**src/rtl/reset_sequencer_pkg.sv**
```systemverilog
// Shared encodings for the reset sequencer: FSM states, cause bit positions,
// and a width helper for parameter-sized counters.
package reset_sequencer_pkg;

   typedef enum logic [1:0] {
      ST_HOLD    = 2'd0,
      ST_RELEASE = 2'd1,
      ST_RUN     = 2'd2
   } state_e;

   localparam int CAUSE_EXT = 0;
   localparam int CAUSE_SW  = 1;
   localparam int CAUSE_WDT = 2;

   // Bits needed to hold values 0..max_val inclusive (at least one bit).
   function automatic int cnt_bits(input int max_val);
      if (max_val < 2) begin
         return 1;
      end
      return $clog2(max_val + 1);
   endfunction

endpackage

```
**src/rtl/reset_sequencer_debounce.sv**
```systemverilog
// Board button front end: 2-FF synchroniser followed by a saturating
// low-time counter; ext_req_o stays high while the button is held.
module reset_sequencer_debounce
   import reset_sequencer_pkg::*;
#(
   parameter int DEBOUNCE = 4
) (
   input  logic clk,
   input  logic rst_n,
   input  logic ext_n_i,
   output logic ext_req_o
);

   localparam int DW = cnt_bits(DEBOUNCE);

   logic [1:0]    sync_q, sync_d;
   logic [DW-1:0] deb_q, deb_d;

   // Any high synchronised sample restarts the low-time count.
   always_comb begin
      sync_d = {sync_q[0], ext_n_i};
      deb_d  = deb_q;
      if (sync_q[1]) begin
         deb_d = '0;
      end else if (deb_q != DW'(DEBOUNCE)) begin
         deb_d = deb_q + DW'(1);
      end else begin
         deb_d = deb_q;
      end
   end

   always_ff @(posedge clk) begin
      if (!rst_n) begin
         sync_q <= 2'b11;
         deb_q  <= '0;
      end else begin
         sync_q <= sync_d;
         deb_q  <= deb_d;
      end
   end

   assign ext_req_o = (deb_q == DW'(DEBOUNCE));

endmodule

```
**src/rtl/reset_sequencer.sv**
```systemverilog
// Staged reset sequencer: holds every channel low after any reset source,
// then releases channel 0 first and the rest one gap apart.
module reset_sequencer
   import reset_sequencer_pkg::*;
#(
   parameter int NCH         = 3,
   parameter int CNT_W       = 16,
   parameter int HOLD_CYCLES = 256,
   parameter int STAGE_GAP   = 16,
   parameter int DEBOUNCE    = 4,
   parameter int WDT_CYCLES  = 0
) (
   input  logic           clk,
   input  logic           rst_n,
   input  logic           ext_rst_req_n,
   input  logic           sw_rst_req,
   input  logic           wdt_kick,
   output logic [NCH-1:0] rst_out_n,
   output logic           busy,
   output logic [2:0]     rst_cause
);

   localparam int STG_W = cnt_bits(NCH);

   if ((NCH < 1) || (NCH > 8) || (CNT_W < 1) || (CNT_W > 31) ||
       (HOLD_CYCLES < 1) || (64'(HOLD_CYCLES) >= (64'd1 << CNT_W)) ||
       (STAGE_GAP < 1) || (64'(STAGE_GAP) >= (64'd1 << CNT_W)) ||
       (DEBOUNCE < 1) || (WDT_CYCLES < 0)) begin : g_param_check
      $error("reset_sequencer: parameter out of range");
   end

   state_e           state_q, state_d;
   logic [CNT_W-1:0] cnt_q, cnt_d;
   logic [STG_W-1:0] stage_q, stage_d;
   logic [NCH-1:0]   rst_out_q, rst_out_d;
   logic             busy_q, busy_d;
   logic [2:0]       cause_q, cause_d;
   logic             ext_req_s, wdt_req_s, any_req_s;
   logic [2:0]       req_vec_s;

   reset_sequencer_debounce #(.DEBOUNCE(DEBOUNCE)) u_debounce (
      .clk       (clk),
      .rst_n     (rst_n),
      .ext_n_i   (ext_rst_req_n),
      .ext_req_o (ext_req_s)
   );

   assign req_vec_s[CAUSE_EXT] = ext_req_s;
   assign req_vec_s[CAUSE_SW]  = sw_rst_req;
   assign req_vec_s[CAUSE_WDT] = wdt_req_s;
   assign any_req_s            = |req_vec_s;

   if (WDT_CYCLES > 0) begin : g_wdt
      localparam int WW = cnt_bits(WDT_CYCLES);
      logic [WW-1:0] wdt_q, wdt_d;

      always_comb begin
         wdt_d = wdt_q;
         if ((state_q != ST_RUN) || wdt_kick || any_req_s) begin
            wdt_d = '0;
         end else begin
            wdt_d = wdt_q + WW'(1);
         end
      end

      always_ff @(posedge clk) begin
         if (!rst_n) begin
            wdt_q <= '0;
         end else begin
            wdt_q <= wdt_d;
         end
      end

      // A kick in the expiry cycle suppresses the request.
      assign wdt_req_s = (state_q == ST_RUN) && !wdt_kick && (wdt_q == WW'(WDT_CYCLES - 1));
   end else begin : g_no_wdt
      logic wdt_unused_s;
      assign wdt_unused_s = wdt_kick;
      assign wdt_req_s    = 1'b0;
   end

   // stage counts released channels; outputs are a thermometer of it.
   always_comb begin
      state_d   = state_q;
      cnt_d     = cnt_q;
      stage_d   = stage_q;
      cause_d   = cause_q;
      rst_out_d = '0;
      if (any_req_s) begin
         state_d = ST_HOLD;
         cnt_d   = '0;
         stage_d = '0;
         cause_d = req_vec_s;
      end else begin
         case (state_q)
            ST_HOLD: begin
               if (cnt_q == CNT_W'(HOLD_CYCLES - 1)) begin
                  cnt_d   = '0;
                  stage_d = STG_W'(1);
                  state_d = (NCH == 1) ? ST_RUN : ST_RELEASE;
               end else begin
                  cnt_d = cnt_q + CNT_W'(1);
               end
            end
            ST_RELEASE: begin
               if (cnt_q == CNT_W'(STAGE_GAP - 1)) begin
                  cnt_d   = '0;
                  stage_d = stage_q + STG_W'(1);
                  state_d = (stage_q == STG_W'(NCH - 1)) ? ST_RUN : ST_RELEASE;
               end else begin
                  cnt_d = cnt_q + CNT_W'(1);
               end
            end
            ST_RUN: begin
               cnt_d   = '0;
               stage_d = STG_W'(NCH);
            end
            default: begin
               state_d = ST_HOLD;
               cnt_d   = '0;
               stage_d = '0;
            end
         endcase
      end
      for (int i = 0; i < NCH; i++) begin
         rst_out_d[i] = (stage_d > STG_W'(i));
      end
      busy_d = ~&rst_out_d;
   end

   always_ff @(posedge clk) begin
      if (!rst_n) begin
         state_q   <= ST_HOLD;
         cnt_q     <= '0;
         stage_q   <= '0;
         rst_out_q <= '0;
         busy_q    <= 1'b1;
         cause_q   <= 3'b000;
      end else begin
         state_q   <= state_d;
         cnt_q     <= cnt_d;
         stage_q   <= stage_d;
         rst_out_q <= rst_out_d;
         busy_q    <= busy_d;
         cause_q   <= cause_d;
      end
   end

   assign rst_out_n = rst_out_q;
   assign busy      = busy_q;
   assign rst_cause = cause_q;

endmodule
```
**config.mk**
```make
export PLATFORM = sky130hd
export DESIGN_NAME = reset_sequencer
export DESIGN_NICKNAME = d
export VERILOG_FILES = /design/src/rtl/reset_sequencer_pkg.sv /design/src/rtl/reset_sequencer_debounce.sv /design/src/rtl/reset_sequencer.sv
export SDC_FILE = /design/constraint.sdc
export NUM_CORES = 1
export LEC_CHECK = 0
export ABC_AREA = 1
export CAP_MARGIN = 15
export CELL_PAD_IN_SITES_DETAIL_PLACEMENT = 1
export CELL_PAD_IN_SITES_GLOBAL_PLACEMENT = 2
export CORE_MARGIN = 4
export CORE_UTILIZATION = 35
export CTS_CLUSTER_SIZE = 30
export DETAILED_ROUTE_END_ITERATION = 6
export PLACE_DENSITY = 0.91
export SETUP_SLACK_MARGIN = 0.4
export SLEW_MARGIN = 20
export SYNTH_ARGS = -nofsm -noshare
export SYNTH_HDL_FRONTEND = slang
export SYNTH_SLANG_ARGS = --single-unit
```
**constraint.sdc**
```tcl
create_clock -name clk -period 4.23 [get_ports clk]
set_input_delay 0.846 -clock clk [delete_from_list [all_inputs] [get_ports clk]]
set_output_delay 0.846 -clock clk [all_outputs]
set_load 0.02 [all_outputs]
```
======== Word level (Yosys, flattened, before mapping) ========
Index checks and enable logic that the tools add are counted.
storage, ports and cells
  register bits after elaboration ......... 31
  input port bits ......................... 5
  output and inout port bits .............. 7
cells by class
  add/subtract/negate cells ............... 3
  order comparisons ....................... 3
  equal/unequal tests ..................... 9
  mux-type cells .......................... 11
  bitwise logic cells ..................... 2
  reduce and logical (&&, ||, !) cells .... 7
operators with widths
  cell                                                                              number
  16-bit 2-to-1 mux                                                                 2
  16-bit one-hot mux with 2 select lines                                            1
  16-bit by 1-bit adder with 16-bit output (second input constant)                  1
  16-bit by 4-bit == test with 1-bit output (second input constant)                 1
  16-bit by 8-bit == test with 1-bit output (second input constant)                 1
  2-bit 2-to-1 mux                                                                  6
  2-bit one-hot mux with 3 select lines                                             2
  3-bit AND reduction                                                               2
  2-bit == test (second input constant)                                             2
  2-bit by 1-bit greater-than comparator with 1-bit output (second input constant)  2
  2-bit inequality test (second input constant)                                     2
  2-bit OR reduction                                                                2
  3-bit by 1-bit adder with 3-bit output (second input constant)                    1
  3-bit == test (second input constant)                                             1
  3-bit inequality test (second input constant)                                     1
  3-bit OR reduction                                                                1
  2-bit by 1-bit adder with 2-bit output (second input constant)                    1
  2-bit by 1-bit == test with 1-bit output (second input constant)                  1
  2-bit greater-than comparator (second input constant)                             1
  2-bit logical NOT                                                                 1
  1-bit NOT                                                                         2
  1-bit logical NOT                                                                 1

======== Longest topological paths before layout ========
Gate-level depths: netlist of the first run.
  depth in word-level cells ............... 7
  gate-level depth with buffers ........... 11

======== Hierarchy ========
From an unflattened synthesis of the first run, not the netlist that was laid out.
unflattened totals
  cells, all modules ...................... 204
  area total of the unflattened synthesis .. 1,485.2 sq um
modules (own cells, without submodules)
  module                    instances  cells an instance  area an instance (sq um)  sequential area each (sq um)
  reset_sequencer           1          173                1,238.7                   520.5
  reset_sequencer_debounce  1          31                 246.5                     100.1

======== Worst setup path after synthesis of the first run ========
Ideal clock, no wire load.
  kind .................................... input to register
  from .................................... in sw_rst_req
  to ...................................... reg cnt_q[14]
  arrival ................................. 1.520 ns
  data required time ...................... 4.168 ns
  path slack .............................. 2.648 ns
  stages on the path ...................... 6
  path buffers ............................ 1
  cell sequence ........................... nor2_2 > nand2_1 > nor2_1 > nand2_4 > buf_12 > nor2_2
between the ends
  longest elaborated chain between the ends .. 1
RTL lines
  element                       line                    text
  start: declaration            reset_sequencer.sv:16   input logic sw_rst_req,
  3-bit OR reduction (no line)  -
  end signal: assignment        reset_sequencer.sv:141  cnt_q <= cnt_d;
  end: declaration              reset_sequencer.sv:33   logic [CNT_W-1:0] cnt_q, cnt_d;
Every way passes these cells.
A chain may end at the register's enable or synchronous reset.

==> impl_metrics.env, run 1 <==
export IMPL_grt_max_degree=16
export IMPL_n_antenna_cell=0
export IMPL_slew_viol_final=0
export IMPL_status="complete, no violations"
export IMPL_crit_family="buffers and inverters"
export IMPL_path_cells="clkdlybuf4s50_1"
export IMPL_synth_edf_count=0
export IMPL_cp_end_kind="primary output"
export IMPL_ios=12
export IMPL_ys_types=25
export IMPL_worstPathRequired_ns=3.38
export IMPL_pre_cts_ws_ns=1.95
export IMPL_dp_cells=243
export IMPL_drt_iter0_drc=39
export IMPL_grt_overflow=0
export IMPL_dieArea_um2=5220
export IMPL_cts_buffers=5
export IMPL_fill_cells=501
export IMPL_min_period_ns=2.09
export IMPL_dr_pass1_iters=4
export IMPL_syn_num_nets=196
export IMPL_core_um2=4000
export IMPL_grt_pass1_wl_um=5680
export IMPL_slowest_stage="clkdlybuf4s50_1"
export IMPL_netlist_area_um2=1450
export IMPL_finalCritPeriodShare=0.493
export IMPL_fin_cells=250
export IMPL_viasPerCell=4.58
export IMPL_wl_per_cell_um=12.2
export IMPL_ys_ff_latch=30
export IMPL_irDropWorstVdd_mv=0.141
export IMPL_clock_skew_ns=0.00603
export IMPL_chipHeight_um=72.3
export IMPL_ant_nets=0
export IMPL_fin_area_um2=1640
export IMPL_cts_tree="built"
export IMPL_yosysWarnings=0
export IMPL_cts_root_buf="clkbuf_8"
export IMPL_synthesis_instances=187
export IMPL_die_x_um=72.3
export IMPL_worstPathMaxFanout=3
export IMPL_numClockSinks=30
export IMPL_cts_setup_buffers=0
export IMPL_antenna_found_initial=0
export IMPL_finalWeightedCongestion=0.860
export IMPL_routed_wl_um=3050
export IMPL_port_buffers=9
export IMPL_fp_row_count=23
export IMPL_grt_pass1_vias=1246
export IMPL_setup_tns_ns=0
export IMPL_ctsResizeCount=0
export IMPL_clkTransAtPathRegs_ns=0.06
export IMPL_cts_buffer_depth=2
export IMPL_max_freq_mhz=479
export IMPL_whs_ns=0.414
export IMPL_finalSetupViolations=0
export IMPL_ys_flop_type="dfxtp_1"
export IMPL_drc=0
export IMPL_async_reset_ff_frac=0
export IMPL_path_class="reg -> out"
export IMPL_critPathArrivalTime_ns=1.24
export IMPL_worst_path_buf_inv=1
export IMPL_hold_buffers=0
export IMPL_grt_usage=0.142
export IMPL_leakage_nw=0.671
export IMPL_drv_cap=0
export IMPL_grt_setup_unrepaired="false"
export IMPL_avgSynthCellArea_um2=7.73
export IMPL_final_cell_mix="nand2_1 (33), dfxtp_1 (30), inv_1 (25)"
export IMPL_area_growth_syn_to_layout_pct=13.4
export IMPL_cts_htree_levels=2
export IMPL_post_dp_cell_area_um2=1560
export IMPL_powerDensity_nw_per_um2=315
export IMPL_nNetsFinal=209
export IMPL_clock_latency_ns=0.28
export IMPL_dpl_hpwl_um=2420
export IMPL_final_common_cell="nand2_1"
export IMPL_layout_setup_ws_ns=2.14
export IMPL_drive_gt1_frac=0.160
export IMPL_crit_path_start_kind="flip-flop"
export IMPL_synth_seq_area_share=0.416
export IMPL_p_total_mw=0.517
export IMPL_hold_violations=0
export IMPL_slowest_delay_ns=0.61
export IMPL_final_util=0.410
export IMPL_hp_class="reg -> reg"
export IMPL_vias=1145
export IMPL_initial_utilization=0.361
cell type report:
| cell class | instances | area, um2 | area share |
|---|---|---|---|
| multi-input cells | 128 | 712 | 0.434 |
| inverters | 26 | 97.6 | 0.0595 |
| flip-flops and latches | 30 | 601 | 0.366 |
| repair buffers | 9 | 90.1 | 0.0550 |
| clock buffers | 7 | 76.3 | 0.0466 |
| well taps | 50 | 62.6 | 0.0382 |
registers in the layout, indices dropped and copies added (netlist names):
name,count
rst_out_n,2
cnt_q,16
u_debounce.deb_q,3
rst_cause,2
busy,1
u_debounce.sync_q,2
state_q,2
stage_q,2
path summary, 6_finish.rpt:
check | from | end | slack [ns] | depth (start not counted)
setup / recovery | stage_q[1]$_SDFF_PN0_ | rst_out_n[1] | 2.14 | 1
hold reg to reg | u_debounce.sync_q[0]$_SDFF_PN1_ | u_debounce.sync_q[1]$_SDFF_PN1_ | 0.41 | 1
setup reg to reg | u_debounce.deb_q[0]$_SDFFE_PP0N_ | cnt_q[15]$_SDFF_PP0_ | 2.46 | 9
hold / removal | u_debounce.sync_q[0]$_SDFF_PN1_ | u_debounce.sync_q[1]$_SDFF_PN1_ | 0.41 | 1
cells in the mapped netlist (2+ instances only):
| cell type | instances | area, um2 |
|---|---|---|
| a21oi_1 | 6 | 30.0 |
| buf_4 | 2 | 15.0 |
| dfxtp_1 | 30 | 601 |
| ha_1 | 4 | 50.1 |
| inv_1 | 25 | 93.8 |
| nand2_1 | 33 | 124 |
| nand2_2 | 6 | 37.5 |
| nand3_1 | 7 | 35.0 |
| nand4_1 | 4 | 25.0 |
| nor2_1 | 24 | 90.1 |
| nor2_2 | 14 | 87.6 |
| nor3_1 | 4 | 20.0 |
| nor3_2 | 2 | 20.0 |
| o21ai_0 | 4 | 20.0 |
| or2_2 | 2 | 12.5 |
| xnor2_1 | 5 | 43.8 |
| xor2_1 | 7 | 61.3 |
logic make-up after synthesis:
family,synth area share
adders and majority gates,0.0346
xor gates and xnor gates,0.0727
other,0.00259
and+or+nand+nor,0.338
AOI/OAI and AO/OA,0.0450
buffers and inverters,0.0918
DFF,0.416
where the power goes:
| part | switching, mW | internal (mW) |
|---|---|---|
| sequential | 0.00160 | 0.285 |
| combinational | 0.0113 | 0.00720 |
| clock | 0.0986 | 0.113 |
| total | 0.112 | 0.406 |
per-layer routing:
metal,routed length (um),vias up,track usage
met3,109,4,0.0416
met4,42,0,0.0668
met1,1310,529,0.160
li1,-,600,-
met2,1580,12,0.245
met5,0,-,0
worst register-to-register path: stages (launching register included):
cell     delay (ns)
dfxtp_1        0.38
inv_1          0.07
ha_1           0.20
nand2_2        0.12
inv_1          0.10
nor2_2         0.12
nand2_1        0.12
nor2_1         0.19
nand2_4        0.19
nor3b_1        0.22
Note: power is estimated with default switching activity, not from simulation.
==> inputs of run 2 (changes only) <==
- CORE_UTILIZATION: 35 -> 30
- PLACE_DENSITY: 0.91 -> 0.84
- clock period: 4.23 -> 1.9 ns (I/O delays scaled with it)
==> run 2 against run 1 <==
Net effect: sequential share of layout area decreased by 4.4 points; first-iteration DRC count down 2.6%; design area up 16%; critical path type is now reg -> reg; clock power grew to 2.6 times the previous value.
==> impl_metrics.env, run 2 (synthesis results as in run 1) <==
export IMPL_core_um2=4500
export IMPL_reg2reg_to="cnt_q[3]$_SDFF_PP0_"
export IMPL_crit_family="simple AND/OR/NAND/NOR gates"
export IMPL_hp_class="reg -> reg"
export IMPL_critPathArrivalTime_ns=1.63
export IMPL_nNetsFinal=225
export IMPL_grt_pass1_wl_um=5370
export IMPL_powerDensity_nw_per_um2=661
export IMPL_drt_iter0_drc=38
export IMPL_final_util=0.421
export IMPL_largest_register="cnt_q"
export IMPL_status="complete, no violations"
export IMPL_hold_end="u_debounce.sync_q[1]$_SDFF_PN1_"
export IMPL_grt_usage=0.115
export IMPL_area_growth_syn_to_layout_pct=31.3
export IMPL_worstPathRequired_ns=2.08
export IMPL_max_freq_mhz=689
export IMPL_dieArea_um2=5990
export IMPL_grt_max_degree=11
export IMPL_cts_root_buf="clkbuf_8"
export IMPL_grt_overflow=0
export IMPL_worst_path_buf_inv=1
export IMPL_final_cell_mix="nand2_1 (29), inv_1 (24), nor2_1 (23), dfxtp_1 (23), buf_4 (13)"
export IMPL_fp_row_count=24
export IMPL_min_period_ns=1.45
export IMPL_numClockSinks=30
export IMPL_vias=1224
export IMPL_slew_viol_final=0
export IMPL_n_antenna_cell=0
export IMPL_hold_path_depth=1
export IMPL_largest_reg_flops=16
export IMPL_cp_end_kind="flip-flop"
export IMPL_startpoint="cnt_q[0]$_SDFF_PP0_"
export IMPL_cts_htree_levels=2
export IMPL_die_x_um=77.4
export IMPL_reg2reg_depth=9
export IMPL_chipHeight_um=77.4
export IMPL_cts_buffers=5
export IMPL_finalCritPeriodShare=0.764
export IMPL_fill_cells=554
export IMPL_final_common_cell="nand2_1"
export IMPL_cts_tree="built"
export IMPL_drive_gt1_frac=0.304
export IMPL_reg2reg_from="cnt_q[0]$_SDFF_PP0_"
export IMPL_slowest_stage="dfxtp_4"
export IMPL_cts_buffer_depth=2
export IMPL_wl_per_cell_um=11.9
export IMPL_clock_skew_ns=0.00922
export IMPL_whs_ns=0.420
export IMPL_ant_nets=0
export IMPL_initial_utilization=0.321
export IMPL_path_class="reg -> reg"
export IMPL_crit_path_start_kind="flip-flop"
export IMPL_slowest_delay_ns=0.37
export IMPL_drv_cap=0
export IMPL_grt_pass1_vias=1233
export IMPL_worstHoldStart="u_debounce.sync_q[0]$_SDFF_PN1_"
export IMPL_reg_top3="cnt_q: 16 flops, u_debounce.deb_q: 3 flops"
export IMPL_worstPathMaxFanout=6
export IMPL_antenna_found_initial=0
export IMPL_path_cells="ha_4, nand3_4, nor2_4, nand2_2, nand2_2, nand2_8, nand2_8, buf_12, nor2_2"
export IMPL_setup_tns_ns=0
export IMPL_finalSetupViolations=0
export IMPL_routed_wl_um=3210
export IMPL_reg2reg_slack_ns=0.45
export IMPL_clock_latency_ns=0.29
export IMPL_leakage_nw=0.808
export IMPL_viasPerCell=4.55
export IMPL_irDropWorstVdd_mv=0.212
export IMPL_port_buffers=9
export IMPL_drc=0
export IMPL_dr_pass1_iters=4
export IMPL_grt_setup_unrepaired="true"
export IMPL_finalWeightedCongestion=0.730
export IMPL_dpl_hpwl_um=2130
export IMPL_clkTransAtPathRegs_ns=0.07
export IMPL_ios=12
export IMPL_hold_buffers=0
export IMPL_hold_violations=0
run 2: cell type report:
cell class,count,area (um2),share of cell area
repair buffers,24,211,0.111
multi-input cells,129,816,0.430
inverters,26,97.6,0.0515
clock inverters,2,12.5,0.00660
clock buffers,6,82.6,0.0435
well taps,52,65.1,0.0343
flip-flops and latches,30,612,0.323
run 2: metal layers:
metal  vias to the layer above  track usage  part of all wire
met4                         0       0.0694             0.026
li1                        632            -                 -
met5                         -            0                 0
met1                       570        0.138              0.46
met3                         7       0.0324             0.031
met2                        15        0.184              0.48
run 2: through the flow:
stage | cell area (um2) | power (mW) | cells | setup slack (ns)
floorplan | 1450 | 0.684 | 187 | 0.426
global placement | 1570 | 0.693 | 245 | 0.177
detailed placement | 1570 | 0.694 | 245 | 0.148
CTS | 1800 | 1.26 | 264 | 0.395
global route | 1900 | 1.31 | 269 | 0.348
finish | 1900 | 1.25 | 269 | 0.449
run 2: timing repair:
action | in CTS | in global routing
resized for setup | 21 | 17
pin swaps | 7 | 10
gates cloned | 1 | 0
endpoints found under the setup margin | 26 | 18
setup buffers | 10 | 5
run 2: report_power, final:
part / internal, mW / switching, mW
Combinational: 0.0332 / 0.0329
Sequential: 0.635 / 0.00400
Clock: 0.291 / 0.258
Total: 0.959 / 0.295
run 2: worst max-delay path by stage:
stage / endpoint / slack [ns] / depth (start not counted)
floorplan: cnt_q[14]$_SDFF_PP0_ / 0.43 / 10
global placement: cnt_q[15]$_SDFF_PP0_ / 0.18 / 6
detailed placement: cnt_q[15]$_SDFF_PP0_ / 0.15 / 6
CTS: cnt_q[9]$_SDFF_PP0_ / 0.39 / 10
global route: cnt_q[3]$_SDFF_PP0_ / 0.35 / 9
finish: cnt_q[3]$_SDFF_PP0_ / 0.45 / 9
==> inputs of run 3 (changes only) <==
- CORE_UTILIZATION: 30 -> 33
- PLACE_DENSITY: 0.84 -> 0.87
- clock period: 1.9 -> 1.5 ns (I/O delays scaled with it)
==> run 3 against run 2 <==
Net effect: register-to-register slack lost 0.42 ns; clock skew grew 0.0027 ns; critical endpoint is now cnt_q[15]$_SDFF_PP0_; core utilization increased by 12 points; combinational power grew 75%; largest power group unchanged; highest routed layer unchanged; design area increased by 17%.
==> impl_metrics.env, run 3 (synthesis results as in run 1) <==
export IMPL_status="complete, no violations"
export IMPL_max_freq_mhz=680
export IMPL_worstPathRequired_ns=1.72
export IMPL_dpl_hpwl_um=2690
export IMPL_port_buffers=9
export IMPL_worstHoldStart="u_debounce.sync_q[0]$_SDFF_PN1_"
export IMPL_drt_iter0_drc=37
export IMPL_hp_class="reg -> reg"
export IMPL_wl_met3_um=101
export IMPL_routed_wl_um=4290
export IMPL_topRoutingLayerUsed="met4"
export IMPL_final_common_cell="buf_4"
export IMPL_area_growth_syn_to_layout_pct=54.1
export IMPL_min_period_ns=1.47
export IMPL_dr_pass1_iters=4
export IMPL_hold_violations=0
export IMPL_worstPathMaxFanout=6
export IMPL_drv_cap=0
export IMPL_clock_skew_ns=0.0119
export IMPL_nNetsFinal=245
export IMPL_powerDensity_nw_per_um2=731
export IMPL_cts_buffer_depth=2
export IMPL_final_util=0.541
export IMPL_wl_met2_um=2380
export IMPL_final_cell_mix="buf_4 (27), nand2_1 (20), inv_1 (18)"
export IMPL_grt_pass1_wl_um=6410
export IMPL_clkTransAtPathRegs_ns=0.07
export IMPL_reg2reg_to="cnt_q[15]$_SDFF_PP0_"
export IMPL_drive_gt1_frac=0.582
export IMPL_crit_path_start_kind="flip-flop"
export IMPL_hold_path_depth=1
export IMPL_drt_met1_wl_um=1740
export IMPL_antenna_found_initial=0
export IMPL_reg2reg_slack_ns=0.03
export IMPL_core_um2=4120
export IMPL_cts_htree_levels=2
export IMPL_grt_pass1_vias=1462
export IMPL_initial_utilization=0.351
export IMPL_grt_usage=0.155
export IMPL_grt_overflow=0
export IMPL_vias=1370
export IMPL_ant_nets=0
export IMPL_dieArea_um2=5500
export IMPL_numClockSinks=30
export IMPL_dp_cells=258
export IMPL_clock_latency_ns=0.29
export IMPL_wl_per_cell_um=14.9
export IMPL_die_x_um=74.2
export IMPL_n_antenna_cell=0
export IMPL_irDropWorstVdd_mv=0.545
export IMPL_grt_setup_unrepaired="true"
export IMPL_fin_cells=287
export IMPL_finalWeightedCongestion=0.860
export IMPL_cts_tree="built"
export IMPL_reg2reg_from="u_debounce.deb_q[0]$_SDFFE_PP0N_"
export IMPL_critPathArrivalTime_ns=1.69
export IMPL_chipHeight_um=74.2
export IMPL_grt_max_degree=11
export IMPL_path_class="reg -> reg"
export IMPL_ios=12
export IMPL_viasPerCell=4.77
export IMPL_cts_root_buf="clkbuf_8"
export IMPL_largest_register="cnt_q"
export IMPL_p_total_mw=1.63
export IMPL_finalSetupViolations=0
export IMPL_reg2reg_depth=10
export IMPL_largest_reg_flops=16
export IMPL_leakage_nw=0.944
export IMPL_slew_viol_final=0
export IMPL_finalCritPeriodShare=0.980
export IMPL_hold_buffers=0
export IMPL_hold_end="u_debounce.sync_q[1]$_SDFF_PN1_"
export IMPL_drc=0
export IMPL_cp_end_kind="flip-flop"
export IMPL_cts_buffers=5
export IMPL_fp_row_count=23
export IMPL_reg_top3="cnt_q: 16 flops, u_debounce.deb_q: 3 flops"
-- run 3: changes by cell type in the layout (fill, tap and decap cells not counted), moves of 4 or more --
| cell | previous run | this run |
|---|---|---|
| buf_4 | 13 | 27 |
| buf_6 | 1 | 11 |
| nand2_1 | 29 | 20 |
| nor2_1 | 23 | 15 |
| dfxtp_1 | 23 | 16 |
| inv_1 | 24 | 18 |
| nand2_2 | 7 | 13 |
| nor2_2 | 10 | 16 |
| dfxtp_2 | 6 | 11 |
| dlygate4sd2_1 | 6 | 1 |
| a21oi_1 | 5 | 1 |
| a21oi_2 | 1 | 5 |
| inv_2 | 2 | 6 |
-- run 3: repair_timing --
item,CTS,global route
resized for setup,47,58
pin swaps,20,18
setup buffers,11,10
setup endpoints to repair,30,30
-- run 3: report_power, final --
group / switching (mW) / internal (mW)
clock network: 0.336 / 0.369
logic: 0.0557 / 0.0598
registers: 0.00699 / 0.801
total: 0.399 / 1.23
-- run 3: per-stage QoR --
| stage | area [um2] | hold slack (ns) | setup TNS [ns] | worst slack (ns) |
|---|---|---|---|---|
| after floorplan | 1500 | 0.393 | 0 | 0.183 |
| after global placement | 1740 | 0.399 | 0 | 0.00216 |
| after detailed placement | 1740 | 0.406 | -0.528 | -0.0651 |
| after CTS | 1980 | 0.419 | 0 | 0.0613 |
| after global routing | 2230 | 0.436 | -0.144 | -0.0377 |
| final | 2230 | 0.416 | 0 | 0.0294 |
-- run 3: final cells by class --
type,instances,area [um2]
fill,482,1890
multi-input combinational,128,951
sequential,30,626
timing repair buffer,45,390
inverter,26,103
clock buffer,6,82.6
tap,50,62.6
clock inverter,2,12.5
-- run 3: worst max-delay path by stage --
stage,end,from,cells past startpoint,slack [ns]
6_report,cnt_q[15]$_SDFF_PP0_,u_debounce.deb_q[0]$_SDFFE_PP0N_,10,0.03
5_1_grt,cnt_q[15]$_SDFF_PP0_,u_debounce.deb_q[1]$_SDFFE_PP0N_,10,-0.04
4_1_cts,busy$_SDFF_PN1_,cnt_q[0]$_SDFF_PP0_,11,0.06
3_5_place_dp,cnt_q[0]$_SDFF_PP0_,sw_rst_req,7,-0.07
3_3_place_gp,cnt_q[10]$_SDFF_PP0_,sw_rst_req,7,0.002
2_1_floorplan,cnt_q[0]$_SDFF_PP0_,u_debounce.deb_q[0]$_SDFFE_PP0N_,10,0.18
-- run 3: metal layers --
metal,up-vias,track usage
met1,674,0.160
met3,7,0.0486
met5,-,0
li1,674,-
met4,0,0.0543
met2,15,0.292
-- run 3: critical path, stage by stage (launching register included) --
cell and delay, ns:
dfxtp_2 0.35, inv_2 0.05, ha_4 0.15, nand2_4 0.07
inv_4 0.04, nor2_4 0.13, nand2_4 0.08, nor2_4 0.18
nand2_8 0.10, buf_6 0.13, nor3b_2 0.13
